==> config.mk <==
export PLATFORM = sky130hd
export DESIGN_NAME = cpu_control_unit
export DESIGN_NICKNAME = d
export VERILOG_FILES = /design/src/rtl/cpu_ctrl_pkg.sv /design/src/rtl/reg_select_decoder.sv /design/src/rtl/cpu_control_unit.sv
export SDC_FILE = /design/constraint.sdc
export NUM_CORES = 1
export LEC_CHECK = 0
export ABC_AREA = 1
export CAP_MARGIN = 20
export CELL_PAD_IN_SITES_DETAIL_PLACEMENT = 0
export CELL_PAD_IN_SITES_GLOBAL_PLACEMENT = 2
export CORE_MARGIN = 2
export CORE_UTILIZATION = 18
export DETAILED_ROUTE_END_ITERATION = 12
export GPL_TIMING_DRIVEN = 0
export PLACE_DENSITY = 0.88
export SYNTH_ARGS = -nofsm -noshare
export SYNTH_HDL_FRONTEND = slang
export SYNTH_SLANG_ARGS = --single-unit
==> constraint.sdc <==
create_clock -name clock -period 4.39 [get_ports clock]
set_input_delay 1.0975 -clock clock [delete_from_list [all_inputs] [get_ports clock]]
set_output_delay 1.0975 -clock clock [all_outputs]
set_load 0.005 [all_outputs]
==> src/rtl/cpu_ctrl_pkg.sv <==
// Shared types and constants for the Phase-1 control sequencer: state encoding,
// opcode values, ALU op codes and IR field positions.
package cpu_ctrl_pkg;

  localparam int unsigned IR_W      = 32;
  localparam int unsigned OP_W      = 5;
  localparam int unsigned REG_IDX_W = 4;
  localparam int unsigned NUM_REGS  = 16;
  localparam int unsigned ALUOP_W   = 4;

  // IR field LSB positions; op = ir[31:27], ra = ir[26:23], rb = ir[22:19], rc = ir[18:15]
  localparam int unsigned OP_LSB = 27;
  localparam int unsigned RA_LSB = 23;
  localparam int unsigned RB_LSB = 19;
  localparam int unsigned RC_LSB = 15;

  typedef logic [OP_W-1:0]      opcode_t;
  typedef logic [REG_IDX_W-1:0] reg_idx_t;
  typedef logic [ALUOP_W-1:0]   aluop_t;

  localparam opcode_t OP_ADD  = 5'd0;
  localparam opcode_t OP_SUB  = 5'd1;
  localparam opcode_t OP_AND  = 5'd2;
  localparam opcode_t OP_OR   = 5'd3;
  localparam opcode_t OP_SHR  = 5'd4;
  localparam opcode_t OP_SHL  = 5'd5;
  localparam opcode_t OP_ROR  = 5'd6;
  localparam opcode_t OP_ROL  = 5'd7;
  localparam opcode_t OP_MUL  = 5'd8;
  localparam opcode_t OP_DIV  = 5'd9;
  localparam opcode_t OP_HALT = 5'd31;

  localparam aluop_t ALUOP_INCA = 4'hF;

  typedef enum logic [3:0] {
    IDLE,
    T0,
    T1,
    T2,
    T2B,
    T3,
    T4,
    T5,
    T6,
    HALTED
  } state_t;

  typedef struct packed {
    opcode_t  op;
    reg_idx_t ra;
    reg_idx_t rb;
    reg_idx_t rc;
  } ir_fields_t;

  // Slice the decoded fields out of the upper IR bits (ir[31:15]).
  function automatic ir_fields_t decode_ir(input logic [IR_W-1:RC_LSB] ir_hi);
    ir_fields_t f;
    f.op = ir_hi[OP_LSB +: OP_W];
    f.ra = ir_hi[RA_LSB +: REG_IDX_W];
    f.rb = ir_hi[RB_LSB +: REG_IDX_W];
    f.rc = ir_hi[RC_LSB +: REG_IDX_W];
    return f;
  endfunction

endpackage

==> src/rtl/reg_select_decoder.sv <==
// Turns a GPR index plus enable into a one-hot register select (all zero when disabled).
module reg_select_decoder
  import cpu_ctrl_pkg::*;
(
  input  logic [REG_IDX_W-1:0] idx,
  input  logic                 en,
  output logic [NUM_REGS-1:0]  sel
);

  assign sel = en ? (NUM_REGS'(1) << idx) : '0;

endmodule

==> src/rtl/cpu_control_unit.sv <==
// Hardwired fetch/decode/execute sequencer driving the Phase-1 datapath strobes.
// Optional feature: define CU_RETIRE_CNT_EN to add the 'retired' instruction counter port.
module cpu_control_unit
  import cpu_ctrl_pkg::*;
#(
  parameter int unsigned MEM_WAIT_MAX = 255,
  parameter int unsigned START_IN_RUN = 0
) (
  input  logic                clock,
  input  logic                clear,
  input  logic                run,
  input  logic [IR_W-1:0]     ir,
  input  logic                mem_ready,
  output logic [NUM_REGS-1:0] Rin,
  output logic [NUM_REGS-1:0] Rout,
  output logic                PCin,
  output logic                PCout,
  output logic                MARin,
  output logic                MARout,
  output logic                IRin,
  output logic                IRout,
  output logic                Yin,
  output logic                Yout,
  output logic                MDRin,
  output logic                MDRout,
  output logic                HIin,
  output logic                HIout,
  output logic                LOin,
  output logic                LOout,
  output logic                Zhighin,
  output logic                Zlowin,
  output logic                Zhighout,
  output logic                Zlowout,
  output logic                Read,
  output logic [ALUOP_W-1:0]  ALUop,
  output logic                ALU_MUL,
  output logic                ALU_DIV,
  output logic                busy,
  output logic                halted,
  output logic                fault
`ifdef CU_RETIRE_CNT_EN
  ,
  output logic [31:0]         retired
`endif
);

  localparam int unsigned    CNT_W     = (MEM_WAIT_MAX > 1) ? $clog2(MEM_WAIT_MAX) : 1;
  localparam logic [CNT_W-1:0] WAIT_LAST = CNT_W'(MEM_WAIT_MAX - 1);

  state_t           state_q, state_d;
  logic [CNT_W-1:0] wait_q, wait_d;
  logic             fault_q, fault_d;

  ir_fields_t f;
  logic       ir_unused;
  logic       op_alu, op_mul, op_div, op_halt, op_legal;

  reg_idx_t rin_idx, rout_idx;
  logic     rin_en, rout_en;

  assign f         = decode_ir(ir[IR_W-1:RC_LSB]);
  assign ir_unused = ^ir[RC_LSB-1:0];

  assign op_alu   = f.op inside {OP_ADD, OP_SUB, OP_AND, OP_OR, OP_SHR, OP_SHL, OP_ROR, OP_ROL};
  assign op_mul   = (f.op == OP_MUL);
  assign op_div   = (f.op == OP_DIV);
  assign op_halt  = (f.op == OP_HALT);
  assign op_legal = op_alu | op_mul | op_div | op_halt;

  // Next-state, memory-wait counter and sticky fault.
  always_comb begin
    state_d = state_q;
    wait_d  = wait_q;
    fault_d = fault_q;
    case (state_q)
      IDLE: begin
        if (run || (START_IN_RUN != 0)) state_d = T0;
      end
      T0: begin
        state_d = T1;
        wait_d  = '0;
      end
      T1: begin
        if (mem_ready) begin
          state_d = T2;
          wait_d  = '0;
        end else if (wait_q == WAIT_LAST) begin
          state_d = HALTED;
          fault_d = 1'b1;
        end else begin
          wait_d = wait_q + CNT_W'(1);
        end
      end
      T2:  state_d = T2B;
      T2B: state_d = T3;
      T3: begin
        if (!op_legal) begin
          state_d = HALTED;
          fault_d = 1'b1;
        end else if (op_halt) begin
          state_d = HALTED;
        end else begin
          state_d = T4;
        end
      end
      T4:      state_d = T5;
      T5:      state_d = (op_mul || op_div) ? T6 : T0;
      T6:      state_d = T0;
      HALTED:  state_d = HALTED;
      default: state_d = IDLE;
    endcase
  end

  always_ff @(posedge clock or posedge clear) begin
    if (clear) begin
      state_q <= IDLE;
      wait_q  <= '0;
      fault_q <= 1'b0;
    end else begin
      state_q <= state_d;
      wait_q  <= wait_d;
      fault_q <= fault_d;
    end
  end

  // Strobes decode the state register and the live IR, so T3 sees the IR loaded at the end of T2B.
  always_comb begin
    rin_idx  = '0;
    rin_en   = 1'b0;
    rout_idx = '0;
    rout_en  = 1'b0;
    PCin     = 1'b0;
    PCout    = 1'b0;
    MARin    = 1'b0;
    MARout   = 1'b0;
    IRin     = 1'b0;
    IRout    = 1'b0;
    Yin      = 1'b0;
    Yout     = 1'b0;
    MDRin    = 1'b0;
    MDRout   = 1'b0;
    HIin     = 1'b0;
    HIout    = 1'b0;
    LOin     = 1'b0;
    LOout    = 1'b0;
    Zhighin  = 1'b0;
    Zlowin   = 1'b0;
    Zhighout = 1'b0;
    Zlowout  = 1'b0;
    Read     = 1'b0;
    ALUop    = '0;
    ALU_MUL  = 1'b0;
    ALU_DIV  = 1'b0;
    case (state_q)
      T0: begin
        PCout = 1'b1;
        MARin = 1'b1;
        Yin   = 1'b1;
      end
      T1: begin
        Yout   = 1'b1;
        ALUop  = ALUOP_INCA;
        Zlowin = 1'b1;
        Read   = 1'b1;
      end
      T2: begin
        Zlowout = 1'b1;
        PCin    = 1'b1;
      end
      T2B: begin
        MDRout = 1'b1;
        IRin   = 1'b1;
      end
      T3: begin
        if (op_legal && !op_halt) begin
          rout_en  = 1'b1;
          rout_idx = f.rb;
          Yin      = 1'b1;
        end
      end
      T4: begin
        rout_en  = 1'b1;
        rout_idx = f.rc;
        Zlowin   = 1'b1;
        if (op_mul) begin
          ALU_MUL = 1'b1;
          Zhighin = 1'b1;
        end else if (op_div) begin
          ALU_DIV = 1'b1;
          Zhighin = 1'b1;
        end else if (op_alu) begin
          ALUop = {1'b0, f.op[2:0]};
        end
      end
      T5: begin
        Zlowout = 1'b1;
        if (op_mul || op_div) begin
          LOin = 1'b1;
        end else begin
          rin_en  = 1'b1;
          rin_idx = f.ra;
        end
      end
      T6: begin
        Zhighout = 1'b1;
        HIin     = 1'b1;
      end
      default: ;
    endcase
    // MDR only captures memory data on the cycle the read completes.
    MDRin = Read & mem_ready;
  end

  assign busy   = (state_q != IDLE) && (state_q != HALTED);
  assign halted = (state_q == HALTED);
  assign fault  = fault_q;

  reg_select_decoder u_rin_dec (
    .idx (rin_idx),
    .en  (rin_en),
    .sel (Rin)
  );

  reg_select_decoder u_rout_dec (
    .idx (rout_idx),
    .en  (rout_en),
    .sel (Rout)
  );

`ifdef CU_RETIRE_CNT_EN
  logic [31:0] retired_q;

  // Counts instructions on their final execute cycle; wraps naturally.
  always_ff @(posedge clock or posedge clear) begin
    if (clear) begin
      retired_q <= '0;
    end else if (((state_q == T5) && op_alu) || (state_q == T6)) begin
      retired_q <= retired_q + 32'd1;
    end
  end

  assign retired = retired_q;
`endif

endmodule

==> impl_metrics.ini <==
[yosys]
seq_area_frac_synth = 0.227
synth_top_cell_area_share = 0.227
synthTopCellsByArea = dfrtp_1 23%, nor2_1 12%, nand2_1 11%, nand3_1 10%, inv_1 6.8%
synth_top_cell_by_area = dfrtp_1
synth_cells = 232
yosys_warnings = 0
synth_edf_count = 0
synth_area_um2 = 1430
synth_ff_type = dfrtp_1
async_reset_ff_frac = 1.00
synth_cell_type_count = 30
synth-seq-cells = 13
synth_area_per_cell_um2 = 6.16

[timing]
final-setup-viol-count = 0
worst_slew_pin_slew_ps = 525
finClkSkew_ps = 4.40
hold_viol_final = 0
fin_setup_tns_ps = 0
post-route-min-period_ps = 4190
rsz0062_at_grt = no
finalCritPeriodShare = 0.954
fmax_ghz = 0.239
slew_violations = 0
slew_headroom = 0.649

[finish]
area_growth_pct = 66.2
layout_common_cells = 76 x clkdlybuf4s50_1, 47 x nor2_1, 41 x nand2_1, 29 x nand3_1, 26 x inv_1
nets = 354
final_common_cell = clkdlybuf4s50_1
drive_gt1_frac = 0.133
final_core_util = 0.308
antenna_cells = 0

[grt]
grt_pass1_vias = 1602
grt_pass1_wl_um = 7360
grt.overflow.total = 0
track_usage = 0.102
grt_max_degree = 14
antenna_found_initial = 0

[clock_network]
clk_pin_slew_ps = 50
clock-root-buffer = clkbuf_8
cts_tree = built
post-cts-setup-buffers = 0
clk_latency_ps = 240
cts-buffers-inserted = 3
clockBufferDepth = 2
htree_num_levels = 1
cts.sinks = 13

[pwr]
ir_drop_mv = 0.160
switching_share = 0.460
comb_power_share = 0.680
p_int_mw = 0.478
sequentialPowerShare = 0.197
power_density_nw_per_um2 = 373
switchingPower_mw = 0.408
power_leakage_nw = 1.03
pwr-share-clk = 0.123

[critical_path]
required_ps = 3290
worstSetupPathType = in2out
rrSetupSlack_ps = 2730
start_kind = input pin
worstReg2RegEnd = wait_q[7]
cp_max_fo = 8
r2r_start = state_q[0]
critPathCaptureType = output port
cp.arrival_ps = 3090
r2r_cells = 10

[flow_run]
cap_violations = 0

[floorplanning]
die-height_um = 93.1
die-area_um2 = 8670
core_um2 = 7730
start_util = 0.185
num_rows = 32
die_x_um = 93.1
num_io_pins = 96

[worst_hold_path]
hold_depth = 2
hp-class = reg2reg
hp-start = fault
hold_end = fault

[routing]
dr_total_vias = 1690
drc = 0
post_drt_wl_per_cell_um = 10.6
viasPerCell = 4.05
wl_um = 4410
drtIter0Drc = 81
ant_nets = 0
firstDrtPassIters = 4

[placement]
dpl.hpwl_um = 3760
finalWeightedCongestion = 0.806
portBuffers = 76

[run_status]
status = complete, no violations
## logic make-up after synthesis
family	count (synthesis)	synth area share
and+or+nand+nor	145	0.484
buffers and inverters	46	0.148
AOI/OAI and AO/OA	22	0.102
DFF	13	0.227
xor gates and xnor gates	3	0.0184
adders and majority gates	2	0.0175
other	1	0.00262
## how the worst max path moves through the flow
stage | start | endpoint | cells past startpoint
floorplan | ir[30] | Rout[10] | 8
global placement | ir[30] | Rout[15] | 10
detailed placement | ir[30] | Rout[15] | 10
CTS | ir[30] | Rout[9] | 10
global route | ir[30] | Rout[6] | 10
finish | ir[30] | Rout[13] | 10
## metrics by stage
step | power (mW) | worst slack, ps | cells | cell area (um^2) | hold WS [ps]
after global routing | 0.965 | 12.9 | 417 | 2380 | 515
final | 0.887 | 200 | 417 | 2380 | 480
after global placement | 0.786 | 108 | 413 | 2330 | 456
after detailed placement | 0.785 | 112 | 413 | 2330 | 453
after CTS | 0.900 | 113 | 417 | 2370 | 478
after floorplan | 0.525 | 1310 | 235 | 1440 | 457
## registers in the layout (all words and copies together) (netlist names)
name and count:
fault 1, state_q 4, wait_q 8
## final cells by class
| class | instances | area [um^2] |
|---|---|---|
| Buffer | 9 | 67.6 |
| Clock buffer | 4 | 45.0 |
| Fill cell | 837 | 5350 |
| Inverter | 37 | 144 |
| Multi-Input combinational cell | 176 | 907 |
| Sequential cell | 13 | 325 |
| Tap cell | 102 | 128 |
| Timing Repair Buffer | 76 | 761 |
## layer usage
layer  part of all wire  wire length (um)  GRT usage
met5                  0                 0          0
met4             0.0066                29     0.0294
met3              0.055               243     0.0129
met2               0.46              2010      0.170
met1               0.48              2120      0.139
## power by group through the flow
stage	logic, mW	registers (mW)	clock network, mW
floorplan	0.354	0.172	0
global placement	0.610	0.176	0
detailed placement	0.608	0.177	0
CTS	0.611	0.175	0.114
global route	0.668	0.179	0.118
finish	0.602	0.175	0.109
## worst max-delay path, stage by stage
cell             delay, ps
clkdlybuf4s50_1        490
inv_2                   60
nor2_1                 100
nand2_2                160
nand2_2                170
nand2_4                 80
o21ai_4                200
inv_2                  110
nor2_1                 120
clkdlybuf4s50_1        500
## Yosys cell counts (all sizes together), types with 2 or more instances
cell / n
xor2: 3
inv: 37
buf: 9
nor3: 8
dfrtp: 13
ha: 2
a21oi: 4
o21ai: 11
a31oi: 2
nor2: 51
nand2: 50
nand3: 30
nand4: 5
o31ai: 2
## timing repair
action,4_1_cts,5_1_grt
endpoints found under the hold margin,0,0
gates resized for setup,0,1
hold buffers,0,0
setup endpoints to repair,0,13
Power figures use the tool's default switching activity.
==> patch 1: new RTL, config.mk and constraints unchanged <==
Re-encode `state_t` (10 states) as Gray code, 4 bits wide.
--- a/src/rtl/cpu_ctrl_pkg.sv
+++ b/src/rtl/cpu_ctrl_pkg.sv
@@ -34,14 +34,14 @@
 
   typedef enum logic [3:0] {
-    IDLE,
-    T0,
-    T1,
-    T2,
-    T2B,
-    T3,
-    T4,
-    T5,
-    T6,
-    HALTED
+    IDLE   = 4'b0000,
+    T0     = 4'b0001,
+    T1     = 4'b0011,
+    T2     = 4'b0010,
+    T2B    = 4'b0110,
+    T3     = 4'b0111,
+    T4     = 4'b0101,
+    T5     = 4'b0100,
+    T6     = 4'b1100,
+    HALTED = 4'b1101
   } state_t;
 
Behaviour: no difference found for any inputs over 10 cycles, from zero or initial values; not proved beyond that.
==> patch 1 against the original RTL <==
- total power rose by 7.7%
- via count rose by 2.0%
- largest cell class unchanged
- cell area rose by 2.8%
- routed wire length rose by 5.4%
- area after synthesis rose by 4.5%
- sequential cell count did not move
- largest power group unchanged
- count of clock-buffer cells in the layout did not move
- setup slack improved by 0.052 ns
- critical endpoint unchanged
- clock power barely moved
- sequential power rose by 5%
==> patch 1: results (changes against the original RTL) <==
worst_setup_path:
  regToRegEndpoint: "state_q[0]"
  r2r_setup_slack_ns: 2.81  # +0.08 ns
  critPathMaxFanout: 6  # -2
  cp.arrival_ns: 3.04  # -0.05 ns
  rr_worst_depth: 8  # -2
synthesis:
  ys_seq_area_frac: 0.218  # -0.00990
  synth_xor_area_frac: 0.0117  # -0.00666
  synth.area.top_cells: "dfrtp_1 (22%), nand2_1 (13%), nor2_1 (13%)"
  synth-compound-area-share: 0.0803  # -0.0220
  ys_types: 29  # -3.3%
  yosys-top-cells-count: "nand2_1 (53), nor2_1 (53), inv_1 (31)"
power:
  p_sw_uw: 448  # +9.8%
  power_switching_share: 0.470  # +0.00914
  p_leak_nw: 1.08  # +4.9%
  vdd_drop_max_v: 0.000129  # -20%
global_route:
  met2_usage: 0.173  # +0.00283
  grt_pass1_vias: 1596  # -0.37%
  grt_use_total: 0.101  # -0.000837
  use_met3: 0.0150  # +0.00213
  use_met1: 0.134  # -0.00502
sta:
  skew_ns: 0.00998  # +0.00557 ns
  finalHoldWorstSlack_ns: 0.480  # +0.000768 ns
  setup_ws_ns: 0.252  # +0.0516 ns
clock_network:
  cts_resized: 0  # unchanged
route:
  wl_met2_um: 2260  # +12%
  wl_per_cell_um: 10.7  # +1.5%
  wl_met3_um: 239  # -1.6%
  vias: 1723  # +2.0%
  met1_length_um: 2120  # -0.33%
layout:
  nFillCells: 911  # +8.8%
  fin_nets: 367  # +3.7%
  drive_gt1_frac: 0.146  # +0.0130
status:
  outcome: "finished clean"
hold_path:
  worstHoldEndpoint: "fault"
  whs_path_depth: 1  # -1
place:
  detailed_place.area_um2: 2400  # +3.0%
  pre_cts_ws_ns: 0.236  # +0.124 ns
  portBuffers: 76  # unchanged
  dpl.hpwl_um: 3810  # +1.5%
==> patch 1: critical path: cells and delay by family <==
kind	cells	cell delay, ns
buffers and inverters	3	1.09
AND/OR/NAND/NOR	7	0.85
==> patch 1: stage by stage <==
stage,cells,utilization
2_1_floorplan,248,-
3_3_place_gp,429,0.295
3_5_place_dp,429,0.295
4_1_cts,433,0.300
5_1_grt,433,0.300
6_report,433,0.300
==> patch 1: layout make-up <==
| type | instances | area (um^2) | area share |
|---|---|---|---|
| Buffer | 9 | 67.6 | 0.0276 |
| Clock buffer | 4 | 45.0 | 0.0184 |
| Inverter | 39 | 159 | 0.0650 |
| Multi-Input combinational cell | 187 | 955 | 0.391 |
| Sequential cell | 13 | 325 | 0.133 |
| Tap cell | 105 | 131 | 0.0538 |
| Timing Repair Buffer | 76 | 761 | 0.311 |
==> patch 2: new RTL, same flow settings <==
Made on the original files. Build with the macro `CU_RETIRE_CNT_EN` defined.
--- a/src/rtl/cpu_control_unit.sv
+++ b/src/rtl/cpu_control_unit.sv
@@ -1,4 +1,6 @@
 // Hardwired fetch/decode/execute sequencer driving the Phase-1 datapath strobes.
 // Optional feature: define CU_RETIRE_CNT_EN to add the 'retired' instruction counter port.
+`define CU_RETIRE_CNT_EN
+
 module cpu_control_unit
   import cpu_ctrl_pkg::*;
Function (old outputs only; new: retired): kept (Yosys induction, for registers that start in step).
==> patch 2 against the original RTL <==
- area after synthesis grew 140%
- setup slack lost 0.019 ns
- routed wire length grew 150%
- die area grew 130%
- total power grew 76%
- global-route usage grew 0.70 points
- first-iteration DRC count grew 100%
- sequential cell count grew 32
- cell area grew 110%
- sequential share of layout area grew 9.1 points
- maximum frequency shrank 0.46%
- critical path type unchanged
- largest cell class unchanged
- largest power group unchanged
- highest routed layer unchanged
==> patch 2: results (changes against the original RTL) <==
status:
  outcome: "finished clean"
sta:
  skew_ns: 0.00544  # +0.00103 ns
  fin_tns_setup_ns: 0  # unchanged
clock_network:
  cts.path.max_buffers: 2  # unchanged
  clockRootBuffer: "clkbuf_16"
  numCtsBuffers: 5  # +2
  clk_latency_ns: 0.29  # +0.05 ns
  postCtsSetupRepairBufs: 0  # unchanged
  clk_pin_slew_ns: 0.06
  htree_levels: 2  # +1
route:
  routed.top_layer: "met4"
  drtIter0Drc: 164  # +100%
  drt-total-wl_um: 11000  # +150%
  wl_met2_um: 5150  # +160%
  met1_length_um: 5280  # +150%
  via_per_inst: 4.05  # about the same
  drtPass1Iterations: 4  # unchanged
  wl_met3_um: 328  # +35%
global_route:
  grt_start_max_net_pins: 33  # +19
  grt_use_total: 0.109  # +0.00704
  grt_pass1_wl_um: 17700  # +140%
  grt_pass1_vias: 3477  # +120%
power:
  p_leak_nw: 2.18  # +110%
  vdd_drop_max_v: 0.000150  # -6.5%
place:
  gp_congestion: 0.805  # about the same
  dpl.hpwl_um: 8950  # +140%
  portBuffers: 108  # +42%
  placed_cells: 890  # +120%
synthesis:
  async_reset_ff_frac: 1.00  # unchanged
  ys_seq_area_frac: 0.333  # +0.105
  yosysTopAreaCell: "dfrtp_1"
  synth.avg_cell_area_um2: 6.22  # +0.85%
  ys_types: 27  # -10%
  yosysWarningCount: 0  # unchanged
  synth.area.top_cells: "dfrtp_1 (33%), nand2_1 (22%), nor2_1 (12%)"
  yosys-top-cells-count: "nand2_1 (195), nor2_1 (108), inv_1 (59)"
layout:
  layoutNonFillerInstCount: 897  # +120%
  largest_reg_flops: 32  # +24
  fin_nets: 702  # +98%
  nFillCells: 2069  # +150%
  drive_gt1_frac: 0.0633  # -0.0700
worst_setup_path:
  cp.arrival_ns: 3.11  # +0.02 ns
  critPathMaxFanout: 8  # unchanged
==> patch 2: cell types whose count changed in the layout (fill, tap and decap cells not counted), sizes merged, moves of 3 or more <==
| cell | delta |
|---|---|
| nand2 | +150 |
| nor2 | +67 |
| clkdlybuf4s50 | +32 |
| dfrtp | +32 |
| inv | +26 |
| nand3b | +11 |
| xor2 | +8 |
| xnor2 | +7 |
| buf | +5 |
| nand4 | +5 |
| nand3 | +4 |
| clkbuf | +3 |
==> patch 2: worst paths after layout <==
| kind | to | slack (ns) | depth (start not counted) | startpoint |
|---|---|---|---|---|
| hold / removal | fault | 0.45 | 1 | fault |
| setup reg to reg | retired[16] | 2.57 | 10 | retired[0] |
| hold reg to reg | fault | 0.45 | 1 | fault |
| setup / recovery | Rout[14] | 0.18 | 9 | ir[31] |
| min in group asynchronous | retired[3] | 1.10 | 2 | clear |
| max in group asynchronous | wait_q[1] | 2.80 | 3 | clear |
==> patch 2: logic make-up (layout without fill, tap and decap cells) <==
logic type / after synthesis / count (layout) / share of synthesized area
AOI/OAI and AO/OA: 18 / 18 / 0.0340
xor gates and xnor gates: 18 / 18 / 0.0466
adders and majority gates: 3 / 3 / 0.0111
buffers and inverters: 76 / 192 / 0.0966
DFF: 45 / 45 / 0.333
other: 1 / 4 / 0.00111
and+or+nand+nor: 383 / 383 / 0.478
==> patch 2: per-layer routing <==
layer	up-vias	track usage
li1	1911	-
met1	1636	0.149
met2	73	0.178
met3	17	0.0146
met4	0	0.0384
met5	-	0
==> patch 2: final cells by class <==
| cell class | instances | area share |
|---|---|---|
| Multi-Input combinational cell | 426 | 0.394 |
| Sequential cell | 45 | 0.228 |
| Timing Repair Buffer | 109 | 0.223 |
| Tap cell | 234 | 0.0594 |
| Inverter | 63 | 0.0479 |
| Clock buffer | 7 | 0.0289 |
| Buffer | 13 | 0.0183 |
==> patch 2: stage by stage <==
step	worst slack (ns)	hold WS, ns	power [mW]	instance area [um^2]
floorplan	1.32	0.451	0.863	3390
global placement	0.103	0.439	1.20	4770
detailed placement	0.106	0.443	1.19	4790
CTS	0.0986	0.458	1.59	4930
global route	0.0212	0.499	1.68	4930
finish	0.181	0.454	1.56	4930
==> patch 2: critical path: stages <==
cell and delay [ns]:
clkdlybuf4s50_1 0.45, nor2_1 0.22, inv_1 0.12, nand2_2 0.15, nand2_2 0.11, o21ai_4 0.22
inv_2 0.11, nor2_1 0.12, clkdlybuf4s50_1 0.52
==> patch 2: power breakdown <==
group,switching (mW),internal [mW]
Sequential,0.0611,0.457
Combinational,0.360,0.301
Clock,0.159,0.224
Total,0.580,0.982
